File: src/rtl/mem_port_arbiter_if.sv
// rtl/mem_port_arbiter_if.sv - requester and memory-side signal bundle for mem_port_arbiter
interface mem_port_arbiter_if #(
    parameter int ADDR_W = 32
);
    logic              if_req;
    logic [ADDR_W-1:0] if_addr;
    logic              if_ack;
    logic              if_err;
    logic [31:0]       if_rdata;

    logic              d_req;
    logic              d_we;
    logic [1:0]        d_size;
    logic [ADDR_W-1:0] d_addr;
    logic [31:0]       d_wdata;
    logic              d_ack;
    logic              d_err;
    logic [31:0]       d_rdata;

    logic              mem_en;
    logic              mem_we;
    logic [ADDR_W-1:0] mem_addr;
    logic [3:0]        mem_wmask;
    logic [31:0]       mem_wdata;
    logic [31:0]       mem_rdata;

    // Arbiter side
    modport slave (
        input  if_req, if_addr, d_req, d_we, d_size, d_addr, d_wdata, mem_rdata,
        output if_ack, if_err, if_rdata, d_ack, d_err, d_rdata,
        output mem_en, mem_we, mem_addr, mem_wmask, mem_wdata
    );

    // Requesters plus memory macro side
    modport master (
        output if_req, if_addr, d_req, d_we, d_size, d_addr, d_wdata, mem_rdata,
        input  if_ack, if_err, if_rdata, d_ack, d_err, d_rdata,
        input  mem_en, mem_we, mem_addr, mem_wmask, mem_wdata
    );
endinterface

File: src/rtl/mem_port_arbiter.sv
// rtl/mem_port_arbiter.sv - round-robin fetch/load-store arbiter for a single-port synchronous memory
module mem_port_arbiter #(
    parameter int ADDR_W      = 32,
    parameter int MEM_LATENCY = 1
) (
    input logic               clk,
    input logic               rst_n,
    mem_port_arbiter_if.slave bus
);
    typedef enum logic [2:0] {IDLE, ISSUE, WAIT, RESP, ERR} state_t;
    typedef enum logic {GNT_INST = 1'b0, GNT_DATA = 1'b1} grant_t;

    state_t            state;
    state_t            state_nxt;
    grant_t            last_grant;
    logic [2:0]        cnt;

    logic              grant_valid;
    grant_t            grant_sel;
    logic [ADDR_W-1:0] sel_addr;
    logic              misaligned;
    logic [3:0]        size_mask;

    logic              if_ack_q;
    logic              if_err_q;
    logic              d_ack_q;
    logic              d_err_q;
    logic              mem_en_q;
    logic              mem_we_q;
    logic [3:0]        wmask_q;
    logic [ADDR_W-1:0] addr_q;
    logic [31:0]       wdata_q;

    // last_grant doubles as the owner of the transaction in flight
    always_comb begin
        grant_valid = bus.if_req || bus.d_req;
        if (bus.if_req && bus.d_req) begin
            grant_sel = (last_grant == GNT_INST) ? GNT_DATA : GNT_INST;
        end else begin
            grant_sel = bus.d_req ? GNT_DATA : GNT_INST;
        end
        sel_addr   = (grant_sel == GNT_DATA) ? bus.d_addr : bus.if_addr;
        misaligned = 1'b0;
        size_mask  = 4'b1111;
        if (grant_sel == GNT_INST) begin
            misaligned = (sel_addr[1:0] != 2'b00);
        end else begin
            case (bus.d_size)
                2'b00: begin
                    misaligned = 1'b0;
                    size_mask  = 4'b0001;
                end
                2'b01: begin
                    misaligned = sel_addr[0];
                    size_mask  = 4'b0011;
                end
                default: misaligned = (sel_addr[1:0] != 2'b00);
            endcase
        end
    end

    always_comb begin
        state_nxt = state;
        case (state)
            IDLE:    if (grant_valid) state_nxt = misaligned ? ERR : ISSUE;
            ISSUE:   state_nxt = (MEM_LATENCY == 1) ? RESP : WAIT;
            WAIT:    if (cnt <= 3'd1) state_nxt = RESP;
            RESP:    state_nxt = IDLE;
            ERR:     state_nxt = IDLE;
            default: state_nxt = IDLE;
        endcase
    end

    always_ff @(posedge clk) begin
        if (!rst_n) begin
            state      <= IDLE;
            last_grant <= GNT_DATA;
            cnt        <= 3'd0;
            if_ack_q   <= 1'b0;
            if_err_q   <= 1'b0;
            d_ack_q    <= 1'b0;
            d_err_q    <= 1'b0;
            mem_en_q   <= 1'b0;
            mem_we_q   <= 1'b0;
            wmask_q    <= 4'b0000;
            addr_q     <= '0;
            wdata_q    <= 32'd0;
        end else begin
            state    <= state_nxt;
            if_ack_q <= 1'b0;
            if_err_q <= 1'b0;
            d_ack_q  <= 1'b0;
            d_err_q  <= 1'b0;
            mem_en_q <= 1'b0;
            mem_we_q <= 1'b0;
            wmask_q  <= 4'b0000;
            wdata_q  <= 32'd0;
            case (state)
                IDLE: begin
                    if (grant_valid) begin
                        last_grant <= grant_sel;
                        if (misaligned) begin
                            if (grant_sel == GNT_DATA) begin
                                d_ack_q <= 1'b1;
                                d_err_q <= 1'b1;
                            end else begin
                                if_ack_q <= 1'b1;
                                if_err_q <= 1'b1;
                            end
                        end else begin
                            mem_en_q <= 1'b1;
                            addr_q   <= {sel_addr[ADDR_W-1:2], 2'b00};
                            if (grant_sel == GNT_DATA && bus.d_we) begin
                                mem_we_q <= 1'b1;
                                wmask_q  <= size_mask << sel_addr[1:0];
                                wdata_q  <= bus.d_wdata << {sel_addr[1:0], 3'b000};
                            end
                        end
                    end
                end
                ISSUE:   cnt <= 3'(MEM_LATENCY - 1);
                WAIT:    cnt <= cnt - 3'd1;
                default: ;
            endcase
            if (state_nxt == RESP) begin
                if (last_grant == GNT_DATA) d_ack_q <= 1'b1;
                else                        if_ack_q <= 1'b1;
            end
        end
    end

    assign bus.if_ack    = if_ack_q;
    assign bus.if_err    = if_err_q;
    assign bus.d_ack     = d_ack_q;
    assign bus.d_err     = d_err_q;
    assign bus.mem_en    = mem_en_q;
    assign bus.mem_we    = mem_we_q;
    assign bus.mem_addr  = addr_q;
    assign bus.mem_wmask = wmask_q;
    assign bus.mem_wdata = wdata_q;
    assign bus.if_rdata  = bus.mem_rdata;
    assign bus.d_rdata   = bus.mem_rdata;
endmodule
File: src/flat_wrapper.sv
// flat-port wrapper written by rule: the top's interface ports become plain ports
module mem_port_arbiter_flat 
#(
    parameter int ADDR_W      = 32,
    parameter int MEM_LATENCY = 1
)
  (clk, rst_n, bus_if_req, bus_if_addr, bus_d_req, bus_d_we, bus_d_size, bus_d_addr, bus_d_wdata, bus_mem_rdata, bus_if_ack, bus_if_err, bus_if_rdata, bus_d_ack, bus_d_err, bus_d_rdata, bus_mem_en, bus_mem_we, bus_mem_addr, bus_mem_wmask, bus_mem_wdata);
  mem_port_arbiter_if #(.ADDR_W(ADDR_W)) bus_i ();
  input logic clk;
  input logic rst_n;
  input wire logic [$bits(bus_i.if_req)-1:0] bus_if_req;
  input wire logic [$bits(bus_i.if_addr)-1:0] bus_if_addr;
  input wire logic [$bits(bus_i.d_req)-1:0] bus_d_req;
  input wire logic [$bits(bus_i.d_we)-1:0] bus_d_we;
  input wire logic [$bits(bus_i.d_size)-1:0] bus_d_size;
  input wire logic [$bits(bus_i.d_addr)-1:0] bus_d_addr;
  input wire logic [$bits(bus_i.d_wdata)-1:0] bus_d_wdata;
  input wire logic [$bits(bus_i.mem_rdata)-1:0] bus_mem_rdata;
  output wire logic [$bits(bus_i.if_ack)-1:0] bus_if_ack;
  output wire logic [$bits(bus_i.if_err)-1:0] bus_if_err;
  output wire logic [$bits(bus_i.if_rdata)-1:0] bus_if_rdata;
  output wire logic [$bits(bus_i.d_ack)-1:0] bus_d_ack;
  output wire logic [$bits(bus_i.d_err)-1:0] bus_d_err;
  output wire logic [$bits(bus_i.d_rdata)-1:0] bus_d_rdata;
  output wire logic [$bits(bus_i.mem_en)-1:0] bus_mem_en;
  output wire logic [$bits(bus_i.mem_we)-1:0] bus_mem_we;
  output wire logic [$bits(bus_i.mem_addr)-1:0] bus_mem_addr;
  output wire logic [$bits(bus_i.mem_wmask)-1:0] bus_mem_wmask;
  output wire logic [$bits(bus_i.mem_wdata)-1:0] bus_mem_wdata;
  assign bus_i.if_req = bus_if_req;
  assign bus_i.if_addr = bus_if_addr;
  assign bus_i.d_req = bus_d_req;
  assign bus_i.d_we = bus_d_we;
  assign bus_i.d_size = bus_d_size;
  assign bus_i.d_addr = bus_d_addr;
  assign bus_i.d_wdata = bus_d_wdata;
  assign bus_i.mem_rdata = bus_mem_rdata;
  assign bus_if_ack = bus_i.if_ack;
  assign bus_if_err = bus_i.if_err;
  assign bus_if_rdata = bus_i.if_rdata;
  assign bus_d_ack = bus_i.d_ack;
  assign bus_d_err = bus_i.d_err;
  assign bus_d_rdata = bus_i.d_rdata;
  assign bus_mem_en = bus_i.mem_en;
  assign bus_mem_we = bus_i.mem_we;
  assign bus_mem_addr = bus_i.mem_addr;
  assign bus_mem_wmask = bus_i.mem_wmask;
  assign bus_mem_wdata = bus_i.mem_wdata;
  mem_port_arbiter #(.ADDR_W(ADDR_W), .MEM_LATENCY(MEM_LATENCY)) u_core (.clk(clk), .rst_n(rst_n), .bus(bus_i));
endmodule
File: config.mk
export PLATFORM = sky130hd
export DESIGN_NAME = mem_port_arbiter_flat
export DESIGN_NICKNAME = d
export VERILOG_FILES = /design/src/rtl/mem_port_arbiter_if.sv /design/src/rtl/mem_port_arbiter.sv /design/src/flat_wrapper.sv
export SDC_FILE = /design/constraint.sdc
export NUM_CORES = 1
export LEC_CHECK = 0
export BUFFER_PORTS_ARGS = -buffer_cell sky130_fd_sc_hd__buf_4
export CAP_MARGIN = 20
export CORE_MARGIN = 8
export CORE_UTILIZATION = 35
export CTS_CLUSTER_DIAMETER = 60
export CTS_CLUSTER_SIZE = 8
export DETAILED_ROUTE_END_ITERATION = 16
export GPL_TIMING_DRIVEN = 0
export PLACE_DENSITY = 0.82
export SLEW_MARGIN = 30
export SYNTH_ARGS = -nofsm -noshare
export SYNTH_HDL_FRONTEND = slang
export SYNTH_SLANG_ARGS = --single-unit
File: constraint.sdc
create_clock -name clk -period 2.2 [get_ports clk]
set_input_delay 0.11 -clock clk [delete_from_list [all_inputs] [get_ports clk]]
set_output_delay 0.11 -clock clk [all_outputs]
set_load 0.005 [all_outputs]
==> summary.txt, run 1 <==
Routing
  – Starting DRT DRC Count: 234
  – Pre-antenna DRT Iters: 4
  – Drt drc: 0
  – WL final: roughly 15,000 µm
  – DR vias/cell: 4.80
  – WL per Instance: 18.7 µm
  – Routed Antenna Nets: 0
  – Total vias in the final route: 3,857

Final layout
  – Layout cell share with drive strength beyond 1: 0.516
  – Design area: ~0.0063 mm²
  – Area grow syn2layout: 60.1%
  – Nets@finish: a little under 800
  – Ant diodes: 0

Logic synthesis
  – Synth Flop Type: dfxtp_1
  – Post-Synthesis Cells: 393
  – Yosys cell types: 41
  – Syn_area_per_cell: 9.97 µm²
  – Yosys reg bits: 79
  – Sequential area share after synthesis: 0.403
  – Post-synth top area share: 0.403
  – Post-synth top area cell: dfxtp_1
  – Yosys warning count: 0
  – Synth area leaders: dfxtp_1 (40%), mux2i_1 (14%), buf_4 (13%), o221a_1 (8.6%), nand2_1 (3.4%)
  – Post-synth EDFFs: 0
  – Post-synth ARST share: 0
  – Post-synthesis cell area: ~0.0039 mm²

Die
  – Die width: 122 µm
  – Die footprint: ~0.015 mm²
  – Chip Height: 122 µm
  – Core area: between 0.01 and 0.015 mm²
  – Initial Util: 0.360
  – FP Rows: 38
  – Number of I/O pins: 273

Pwr
  – Sw power: 1.54 mW
  – Clock Power Share: 0.264
  – Cell leakage power: approximately 3 nW
  – Sw Ratio: 0.315
  – Flop pwr share: 0.361
  – Pint: approximately 3.3 mW
  – Max VDD drop: about 0.00032 V
  – Comb pwr share: 0.376
  – P per Cell Area: 776 mW/mm²

Worst setup path
  – Slowest cell delay on critical path: roughly 0.42 ns
  – R2R setup slack: roughly 0.22 ns
  – CP Launch Point: u_core.last_grant$_SDFFE_PN1P_
  – Crit-path cells: a21boi_2 -> buf_6 -> mux2i_4 -> buf_4 -> mux2i_1 -> o22ai_1
  – Critical Path RT: 2.44 ns
  – Startpoint Class: flip-flop
  – Type of the worst setup path: reg2reg
  – R2r endpoint: u_core.bus.mem_wdata[29]$_SDFF_PP0_
  – Crit. path cell count: 6
  – R2r worst-path depth: 6
  – WP buf/inv: 2
  – Maximum fanout along the worst path: 10
  – CP Capture Type: flip-flop
  – FF-to-FF Start: u_core.last_grant$_SDFFE_PN1P_
  – Top delay family on crit path: multiplexers
  – Crit path DAT: roughly 2.2 ns
  – Worst path slowest cell: mux2i_4
  – Worst setup endpoint: u_core.bus.mem_wdata[29]$_SDFF_PP0_

Clock tree
  – # hold bufs at CTS: 15
  – Clk pin slew, worst setup/hold paths: 0.09 ns
  – Clock sinks: 79
  – CTS tree: done
  – H-tree Lvls: 3
  – Root buffer cell: clkbuf_8
  – Worst skew pair latency: between 0.3 and 0.4 ns
  – CTS Buffer Depth: 2
  – # resized after CTS: 0
  – CTS buffer count: 9
  – Post-CTS setup buffers: 0

Placed design
  – Pre-CTS WS: ~0.28 ns
  – Port-buffer cells: 237
  – Gpl congestion: between 0.9 and 1
  – Area after DPL: between 0.005 and 0.006 mm²
  – DPL Wire Length: about 12,000 µm

Global routing
  – Largest net degree at the start of global routing: 14
  – First-pass GRT wire length: between 20,000 and 25,000 µm
  – Initial antenna violation count: 0
  – Vias in the first global route: 4,153
  – Grt total ovfl: 0
  – All-Layer GR Usage: 0.195

STA
  – Actual slew at the worst max-slew pin: between 0.7 and 0.8 ns
  – Clk_skew: 0.0110 ns
  – RSZ-0062 raised after global routing: false
  – Minimum clock period: 1.98 ns
  – Final worst slack: about 0.22 ns
  – Period utilization: 0.900
  – Setup-failing EPs final: 0
  – Max Freq: between 500 and 600 MHz
  – Fin. max-slew vios: 0
  – Rel. slew slack: 0.501
  – Final Hold Fails: 0
  – Post-Route Setup TNS: 0 ns
  – Min Hold Slack: 0.0377 ns

Job
  – MaxCap Viol Count: 0

Outcome
  – Status: finished, final reports clean

Min path
  – Hold WC Path Type: in2reg
power groups by stage:
| stage | combinational [mW] | clock, mW | sequential [mW] |
|---|---|---|---|
| floorplan | 1.03 | 0 | 1.78 |
| global placement | 1.76 | 0 | 1.78 |
| detailed placement | 1.81 | 0 | 1.79 |
| CTS | 1.84 | 1.31 | 1.76 |
| global route | 2.01 | 1.38 | 1.78 |
| finish | 1.83 | 1.28 | 1.76 |
flip-flops by register name, indices dropped and copies added (netlist names):
register / flops
u_core.bus.mem_wdata: 32
u_core.bus.mem_addr: 30
u_core.bus.mem_wmask: 4
u_core.cnt: 3
u_core.state: 3
u_core.bus.d_ack: 1
u_core.bus.d_err: 1
u_core.bus.if_ack: 1
u_core.bus.if_err: 1
u_core.bus.mem_en: 1
u_core.bus.mem_we: 1
u_core.last_grant: 1
metrics by stage:
stage,std cells,power (mW),util
2_1_floorplan,394,2.81,-
3_3_place_gp,771,3.54,0.540
3_5_place_dp,771,3.60,0.540
4_1_cts,802,4.91,0.576
5_1_grt,803,5.17,0.576
6_report,803,4.87,0.576
kinds of logic (layout without fill, tap and decap cells):
logic type                 after synthesis  in the layout  share of synthesized area
AOI/OAI and AO/OA                       70             70                      0.155
xor gates and xnor gates                 1              1                    0.00223
adders and majority gates                2              2                    0.00638
buffers and inverters                   96            365                      0.166
DFF                                     79             79                      0.403
muxes                                   56             56                      0.147
other                                    1              2                   0.000957
and+or+nand+nor                         88             88                      0.119
cell usage after synthesis (2+ instances only):
master,count
dfxtp_1,79
buf_4,67
mux2i_1,54
nand2_1,36
o221a_1,30
nor2_1,17
and2_1,14
buf_2,12
clkbuf_1,10
o22ai_1,10
a21oi_1,9
o2bb2ai_1,8
inv_1,4
nor3_1,4
buf_6,3
nor3b_1,3
o21ai_0,3
o21ai_1,3
a31o_1,2
ha_1,2
o22a_1,2
or2_1,2
worst reg2reg max path: cells and delay by family (launching register included):
family          cells  cell delay [ns]
mux                 2             0.73
flops               1             0.39
buf+inv             2             0.48
compound gates      2             0.27
how the worst min path moves through the flow:
| stage | start | to | slack [ns] | cells after the start |
|---|---|---|---|---|
| finish | bus_d_wdata[16] | u_core.bus.mem_wdata[16]$_SDFF_PP0_ | 0.04 | 3 |
| detailed placement | bus_d_wdata[8] | u_core.bus.mem_wdata[16]$_SDFF_PP0_ | 0.34 | 2 |
| global route | bus_d_wdata[29] | u_core.bus.mem_wdata[29]$_SDFF_PP0_ | 0.04 | 3 |
| floorplan | bus_d_addr[0] | u_core.bus.mem_wmask[0]$_SDFF_PP0_ | 0.21 | 1 |
| global placement | bus_d_wdata[10] | u_core.bus.mem_wdata[18]$_SDFF_PP0_ | 0.33 | 2 |
| CTS | bus_d_wdata[11] | u_core.bus.mem_wdata[19]$_SDFF_PP0_ | 0.004 | 2 |
cell usage in the layout (no fill, tap or decap), types with 8 or more instances in the layout:
cell type      netlist  final
buf_2               12     12
nor2_1              17     17
clkbuf_8             0      9
o221a_1             30     30
o2bb2ai_1            8      8
a21oi_1              9      9
dfxtp_1             79     79
and2_1              14     14
buf_4               67    304
dlygate4sd3_1        0     16
mux2i_1             54     54
nand2_1             36     36
o22ai_1             10     10
clkbuf_1            10     12
per-layer routing:
metal  wire [µm]  share of wire  GRT usage  up-vias
met5           0              0          0        -
met4         517          0.035     0.0956        0
met1        5070           0.34      0.188     1756
met3        1680           0.11     0.0773       32
met2        7720           0.52      0.353      215
li1            -              -          -     1854
area by class of cell:
cell class	instances	area, µm²
clock buffers	11	131
multi-input cells	219	1690
fillers	932	4610
clock inverters	5	106
repair buffers	253	1940
flip-flops and latches	79	1580
plain buffers	92	634
inverters	4	15.0
well taps	140	175
Power figures use the tool's default switching activity.
==> run 2, diff against run 1 <==
--- a/config.mk
+++ b/config.mk
@@ -8,12 +8,12 @@
 export BUFFER_PORTS_ARGS = -buffer_cell sky130_fd_sc_hd__buf_4
 export CAP_MARGIN = 20
 export CORE_MARGIN = 8
-export CORE_UTILIZATION = 35
+export CORE_UTILIZATION = 45
 export CTS_CLUSTER_DIAMETER = 60
 export CTS_CLUSTER_SIZE = 8
 export DETAILED_ROUTE_END_ITERATION = 16
 export GPL_TIMING_DRIVEN = 0
-export PLACE_DENSITY = 0.82
+export PLACE_DENSITY = 0.95
 export SLEW_MARGIN = 30
 export SYNTH_ARGS = -nofsm -noshare
 export SYNTH_HDL_FRONTEND = slang
==> constraint.sdc (replaced) <==
create_clock -name clk -period 2.4 [get_ports clk]
set_input_delay 0.12 -clock clk [delete_from_list [all_inputs] [get_ports clk]]
set_output_delay 0.12 -clock clk [all_outputs]
set_load 0.005 [all_outputs]
==> run 2 against run 1 <==
Against the previous run:
- sequential share of layout area increased by 0.91 points
- combinational power decreased by 9.8%
- count of clock-buffer cells in the layout unchanged
- largest cell class unchanged
- clock skew about the same
- largest power group unchanged
==> summary.txt, run 2 (synthesis gave the netlist of run 1 again) <==
Worst setup path
  – Type of the worst setup path: reg2reg
  – Worst setup endpoint: u_core.bus.mem_wdata[29]$_SDFF_PP0_
  – Crit path DAT: around 2.2 ns
  – Critical Path RT: between 2 and 3 ns
  – CP Capture Type: flip-flop
  – Maximum fanout along the worst path: 10
  – R2r worst-path depth: 6
  – R2R setup slack: just under 0.4 ns
  – FF-to-FF Start: u_core.last_grant$_SDFFE_PN1P_
  – CP Launch Point: u_core.last_grant$_SDFFE_PN1P_
  – Startpoint Class: flip-flop
  – R2r endpoint: u_core.bus.mem_wdata[29]$_SDFF_PP0_

Final layout
  – Fillers: between 500 and 600
  – Layout cell share with drive strength beyond 1: 0.525
  – Max reg flops: 32
  – Final core occ: 0.705
  – Ant diodes: 0
  – Nets@finish: about 780
  – Most frequent cells in the layout: buf_4 (304), dfxtp_1 (79), mux2i_1 (54)
  – Area grow syn2layout: 54.5%
  – Most common cell after layout, fill and taps aside: buf_4

Die
  – Die footprint: between 0.01 and 0.015 mm²
  – FP Rows: 34
  – Die width: around 110 µm
  – Initial Util: 0.456
  – Core area: 0.00859 mm²
  – Chip Height: 109 µm
  – Number of I/O pins: about 270

Clock tree
  – Clk pin slew, worst setup/hold paths: 0.07 ns
  – H-tree Lvls: 3
  – CTS buffer count: 9
  – Root buffer cell: clkbuf_8
  – # hold bufs at CTS: 4
  – Worst skew pair latency: approximately 0.35 ns
  – Post-CTS setup buffers: 0
  – CTS Buffer Depth: 2
  – # resized after CTS: 0
  – Clock sinks: between 70 and 80
  – CTS tree: done

STA
  – Clk_skew: between 0.01 and 0.015 ns
  – RSZ-0062 raised after global routing: false
  – Setup-failing EPs final: 0
  – Rel. slew slack: 0.525
  – Fin. max-slew vios: 0
  – Minimum clock period: 2.01 ns
  – Final worst slack: a little under 0.4 ns
  – Max Freq: ~500 MHz
  – Post-Route Setup TNS: 0 ns
  – Period utilization: 0.836
  – Final Hold Fails: 0
  – Actual slew at the worst max-slew pin: ~0.7 ns

Placed design
  – Port-buffer cells: 237
  – DPL Wire Length: 12,300 µm
  – Gpl congestion: 0.901
  – Pre-CTS WS: 0.484 ns

Pwr
  – Sw Ratio: 0.327
  – Comb pwr share: 0.394
  – Pint: about 2.8 mW
  – Sw power: between 1 and 1.5 mW
  – Flop pwr share: 0.386
  – Cell leakage power: around 3 nW
  – P per Cell Area: 692 mW/mm²
  – Overall Power: 4.19 mW
  – Clock Power Share: 0.221
  – Max VDD drop: between 0.0003 and 0.0004 V

Global routing
  – Vias in the first global route: between 4,000 and 5,000
  – Initial antenna violation count: 0
  – First-pass GRT wire length: between 20,000 and 25,000 µm
  – Grt total ovfl: 0
  – Largest net degree at the start of global routing: 13
  – All-Layer GR Usage: 0.229

Routing
  – WL per Instance: around 19 µm
  – WL final: 14,500 µm
  – DR vias/cell: 5.06
  – Starting DRT DRC Count: 200
  – Drt drc: 0
  – Pre-antenna DRT Iters: 4
  – Total vias in the final route: roughly 3,800
  – Routed Antenna Nets: 0

Outcome
  – Status: finished, final reports clean

Min path
  – Hold WC Path Type: in2reg
  – Worst hold start: bus_d_wdata[3]

Job
  – MaxCap Viol Count: 0
[run 2: stage by stage]
stage	hold slack, ns	instance area (µm²)	std cells
2_1_floorplan	0.224	3920	394
3_3_place_gp	0.336	5840	739
3_5_place_dp	0.340	5840	739
4_1_cts	0.00279	6060	758
5_1_grt	0.00616	6060	758
6_report	0.0186	6060	758
[run 2: area by class of cell]
class	instances	area, µm²	share of cell area
plain buffers	92	634	0.105
clock buffers	11	131	0.0217
clock inverters	4	47.5	0.00785
inverters	4	15.0	0.00248
multi-input cells	219	1690	0.279
flip-flops and latches	79	1580	0.261
well taps	108	135	0.0223
repair buffers	241	1820	0.300
[run 2: how the worst min path moves through the flow]
stage	endpoint	depth (start not counted)	slack, ns
after global routing	u_core.bus.mem_wdata[3]$_SDFF_PP0_	2	0.006
after detailed placement	u_core.bus.mem_wdata[22]$_SDFF_PP0_	2	0.34
after floorplan	u_core.bus.mem_wmask[0]$_SDFF_PP0_	1	0.22
final	u_core.bus.mem_wdata[3]$_SDFF_PP0_	2	0.02
after global placement	u_core.bus.mem_wdata[22]$_SDFF_PP0_	2	0.34
after CTS	u_core.bus.mem_wdata[3]$_SDFF_PP0_	2	0.003
[run 2: worst max-delay path: stages, from the launching register on]
cell	delay, ns
dfxtp_1	0.39
a21boi_2	0.16
buf_6	0.18
mux2i_4	0.44
buf_4	0.29
mux2i_1	0.29
o22ai_1	0.13
[run 2: power groups by stage]
stage               combinational, mW  sequential, mW  clock (mW)
CTS                              1.65            1.61       0.941
floorplan                       0.942            1.63           0
global route                     1.78            1.64       0.998
global placement                 1.59            1.63           0
detailed placement               1.65            1.64           0
finish                           1.65            1.62       0.925
[run 2: metal layers]
| layer | track usage | share of wire | wire length [µm] |
|---|---|---|---|
| met3 | 0.0797 | 0.11 | 1660 |
| met2 | 0.433 | 0.53 | 7700 |
| met5 | 0 | 0 | 0 |
| met4 | 0.0993 | 0.029 | 423 |
| met1 | 0.218 | 0.33 | 4740 |
==> run 3, diff against run 2 <==
--- a/config.mk
+++ b/config.mk
@@ -5,15 +5,16 @@
 export SDC_FILE = /design/constraint.sdc
 export NUM_CORES = 1
 export LEC_CHECK = 0
+export ABC_AREA = 1
 export BUFFER_PORTS_ARGS = -buffer_cell sky130_fd_sc_hd__buf_4
 export CAP_MARGIN = 20
 export CORE_MARGIN = 8
-export CORE_UTILIZATION = 45
+export CORE_UTILIZATION = 39
 export CTS_CLUSTER_DIAMETER = 60
 export CTS_CLUSTER_SIZE = 8
 export DETAILED_ROUTE_END_ITERATION = 16
 export GPL_TIMING_DRIVEN = 0
-export PLACE_DENSITY = 0.95
+export PLACE_DENSITY = 0.9
 export SLEW_MARGIN = 30
 export SYNTH_ARGS = -nofsm -noshare
 export SYNTH_HDL_FRONTEND = slang
==> constraint.sdc (replaced) <==
create_clock -name clk -period 1.6 [get_ports clk]
set_input_delay 0.08 -clock clk [delete_from_list [all_inputs] [get_ports clk]]
set_output_delay 0.08 -clock clk [all_outputs]
set_load 0.005 [all_outputs]
==> run 3 against run 2 <==
Against the previous run:
- setup slack worse by 0.33 ns
- utilization shrank 7.5 points
- cell area up 12%
- first-iteration DRC count is 120% higher
- register-to-register slack got worse by 0.33 ns
- critical endpoint is now u_core.bus.mem_wdata[4]$_SDFF_PP0_
- final cell count is 39% higher
- largest cell class unchanged
- sequential power increased by 41%
- wire length rose by 12%
- via count up 30%
- largest power group unchanged
==> summary.txt, run 3 <==
Outcome
  – Status: finished, final reports clean

Logic synthesis
  – Synth area leaders: dfxtp_1 (37%), nand2_1 (19%), buf_4 (12%), nor2_1 (6.1%), inv_1 (4.5%)
  – Commonest cells post-synth: nand2_1 (213), dfxtp_1 (79), nor2_1 (69)
  – Post-synth top area cell: dfxtp_1
  – Syn_area_per_cell: 6.65 µm²
  – Post-Synthesis Cells: 640
  – Post-synth top area share: 0.372
  – Yosys warning count: 0
  – Post-synthesis cell area: 0.00426 mm²
  – Synth Flop Type: dfxtp_1
  – Sequential area share after synthesis: 0.372
  – Post-synth ARST share: 0
  – Yosys reg bits: slightly below 80
  – Yosys cell types: 28
  – Post-synth EDFFs: 0
  – Most numerous cell in the Yosys netlist: nand2_1

Final layout
  – Max reg flops: 32
  – Final core occ: 0.630
  – Nets@finish: 1,044
  – Fillers: about 970
  – Ant diodes: 0
  – Most frequent cells in the layout: buf_4 (315), nand2_1 (208), dfxtp_1 (78)
  – Area grow syn2layout: 59.0%
  – Layout cell share with drive strength beyond 1: 0.435
  – Most common cell after layout, fill and taps aside: buf_4

Routing
  – WL per Instance: between 15 and 20 µm
  – Routed Antenna Nets: 0
  – Pre-antenna DRT Iters: 6
  – Starting DRT DRC Count: 437
  – DR vias/cell: around 4.7
  – Total vias in the final route: between 4,000 and 5,000
  – WL final: around 16,000 µm
  – Drt drc: 0

STA
  – Period utilization: 0.958
  – Clk_skew: 0.00523 ns
  – Minimum clock period: approximately 1.5 ns
  – Final worst slack: between 0.06 and 0.07 ns
  – Post-Route Setup TNS: 0 ns
  – Setup-failing EPs final: 0
  – Max Freq: ~650 MHz
  – RSZ-0062 raised after global routing: true
  – Final Hold Fails: 0
  – Fin. max-slew vios: 0

Pwr
  – Flop pwr share: 0.368
  – Pint: 4.03 mW
  – Sw power: ~2.2 mW
  – Sw Ratio: 0.350
  – Overall Power: slightly above 6 mW
  – Clock Power Share: 0.241
  – Cell leakage power: approximately 3.7 nW
  – P per Cell Area: approximately 920 mW/mm²
  – Comb pwr share: 0.391
  – Max VDD drop: around 0.0005 V

Min path
  – Hold endpoint: u_core.bus.mem_wdata[13]$_SDFF_PP0_
  – Hold depth: 3
  – Hold WC Path Type: in2reg
  – Worst hold start: bus_d_wdata[13]

Die
  – FP Rows: 38
  – Chip Height: about 120 µm
  – Die footprint: between 0.01 and 0.015 mm²
  – Die width: approximately 120 µm
  – Core area: 0.0107 mm²
  – Initial Util: 0.396
  – Number of I/O pins: about 270

Worst setup path
  – R2R setup slack: about 0.067 ns
  – Critical Path RT: about 1.9 ns
  – CP Capture Type: flip-flop
  – Top delay family on crit path: simple AND/OR/NAND/NOR gates
  – Startpoint Class: flip-flop
  – CP most frequent cell: nand2_4
  – R2r endpoint: u_core.bus.mem_wdata[4]$_SDFF_PP0_
  – Type of the worst setup path: reg2reg
  – R2r worst-path depth: 9
  – Maximum fanout along the worst path: 6
  – Crit-path cells: nand2_4 -> nand3_2 -> nand3_2 -> nand2_2 -> nand2_4 -> nand2_8 -> nor2_8 -> nand2_4 -> nor2_1
  – WP buf/inv: 0
  – Slowest cell delay on critical path: around 0.37 ns
  – FF-to-FF Start: u_core.last_grant$_SDFFE_PN1P_
  – Worst path slowest cell: dfxtp_4
  – Crit path DAT: 1.81 ns

Clock tree
  – H-tree Lvls: 3
  – Root buffer cell: clkbuf_8
  – CTS tree: done
  – CTS buffer count: 9
  – CTS Buffer Depth: 2
  – Clock sinks: 79
  – Worst skew pair latency: ~0.35 ns
  – Clk pin slew, worst setup/hold paths: around 0.080 ns

Global routing
  – Vias in the first global route: 4,934
  – Initial antenna violation count: 0
  – All-Layer GR Usage: 0.211
  – Grt total ovfl: 0
  – Largest net degree at the start of global routing: 15
  – First-pass GRT wire length: around 24,000 µm

Placed design
  – Pre-CTS WS: -0.182 ns
  – DPL Wire Length: roughly 13,000 µm
  – Port-buffer cells: 237
  – Gpl congestion: approximately 0.94

Job
  – MaxCap Viol Count: 0
-- run 3: cell count changes in the layout (fill, tap and decap cells not counted), moves of 11 or more --
cell | before | now
nand2_1 | 36 | 208
and2_1 | 14 | 0
inv_1 | 4 | 51
nor2_1 | 17 | 65
buf_4 | 304 | 315
nand3_1 | 1 | 17
buf_2 | 12 | 1
mux2i_1 | 54 | 0
o221a_1 | 30 | 0
nand4_1 | 0 | 30
a21oi_1 | 9 | 36
-- run 3: logic make-up (layout without fill, tap and decap cells) --
kind of cell | count (synthesis) | in the layout | synth area share
buffers and inverters | 154 | 422 | 0.205
flip-flops | 79 | 79 | 0.372
adder cells (fa/ha/maj) | 2 | 2 | 0.00588
other | 1 | 2 | 0.000881
XOR/XNOR | 1 | 1 | 0.00206
AND/OR/NAND/NOR | 348 | 351 | 0.349
AO/OA/AOI/OAI | 55 | 55 | 0.0658
-- run 3: power groups by stage --
stage	Sequential (mW)	Clock, mW	Combinational, mW
final	2.28	1.50	2.42
after detailed placement	2.32	0	2.18
after global placement	2.31	0	2.15
after floorplan	2.33	0	1.23
after global routing	2.31	1.61	2.68
after CTS	2.28	1.52	2.25
-- run 3: cell type report --
class | count | area, µm² | area share
Multi-Input combinational cell | 411 | 1960 | 0.290
Timing Repair Buffer | 254 | 1930 | 0.285
Sequential cell | 79 | 1590 | 0.234
Buffer | 96 | 704 | 0.104
Inverter | 56 | 220 | 0.0325
Tap cell | 140 | 175 | 0.0259
Clock buffer | 9 | 124 | 0.0183
Clock inverter | 7 | 72.6 | 0.0107
-- run 3: worst max-delay path by stage --
stage	from	endpoint	slack, ns	depth (start not counted)
after floorplan	u_core.state[0]$_SDFF_PN0_	u_core.bus.mem_addr[3]$_SDFFE_PN0P_	0.22	7
after global placement	u_core.last_grant$_SDFFE_PN1P_	u_core.bus.mem_wdata[25]$_SDFF_PP0_	-0.14	10
after detailed placement	u_core.last_grant$_SDFFE_PN1P_	u_core.bus.mem_wdata[25]$_SDFF_PP0_	-0.18	10
after CTS	u_core.last_grant$_SDFFE_PN1P_	u_core.bus.mem_wmask[3]$_SDFF_PP0_	0.009	7
after global routing	u_core.last_grant$_SDFFE_PN1P_	u_core.bus.mem_wdata[15]$_SDFF_PP0_	-0.02	9
final	u_core.last_grant$_SDFFE_PN1P_	u_core.bus.mem_wdata[4]$_SDFF_PP0_	0.07	9
-- run 3: worst reg2reg max path, delay by kind of cell, from the launching register on --
kind | cells | cell delay (ns)
DFF | 1 | 0.37
and+or+nand+nor | 9 | 1.10
-- run 3: metrics by stage --
step	area, µm²	hold WS, ns	cells
after floorplan	4260	0.211	641
after global routing	6770	0.0119	1052
final	6770	0.0245	1052
after CTS	6560	0.00594	1046
after detailed placement	6210	0.321	1018
after global placement	6210	0.309	1018
-- run 3: routing by layer --
metal  vias up  track usage  routed length [µm]
li1       2462            -                   -
met1      2194        0.208                5810
met2       272        0.381                8220
met3        45       0.0876                1700
met4         0       0.0921                 475
met5         -            0                   0
-- run 3: timing repair --
| action | 4_1_cts | 5_1_grt |
|---|---|---|
| endpoints found under the setup margin | 68 | 67 |
| gates cloned | 1 | 2 |
| hold endpoints to repair | 16 | 0 |
| pin swaps | 4 | 4 |
| setup buffers | 3 | 6 |
| hold buffers | 8 | 0 |
| resized for setup | 20 | 60 |
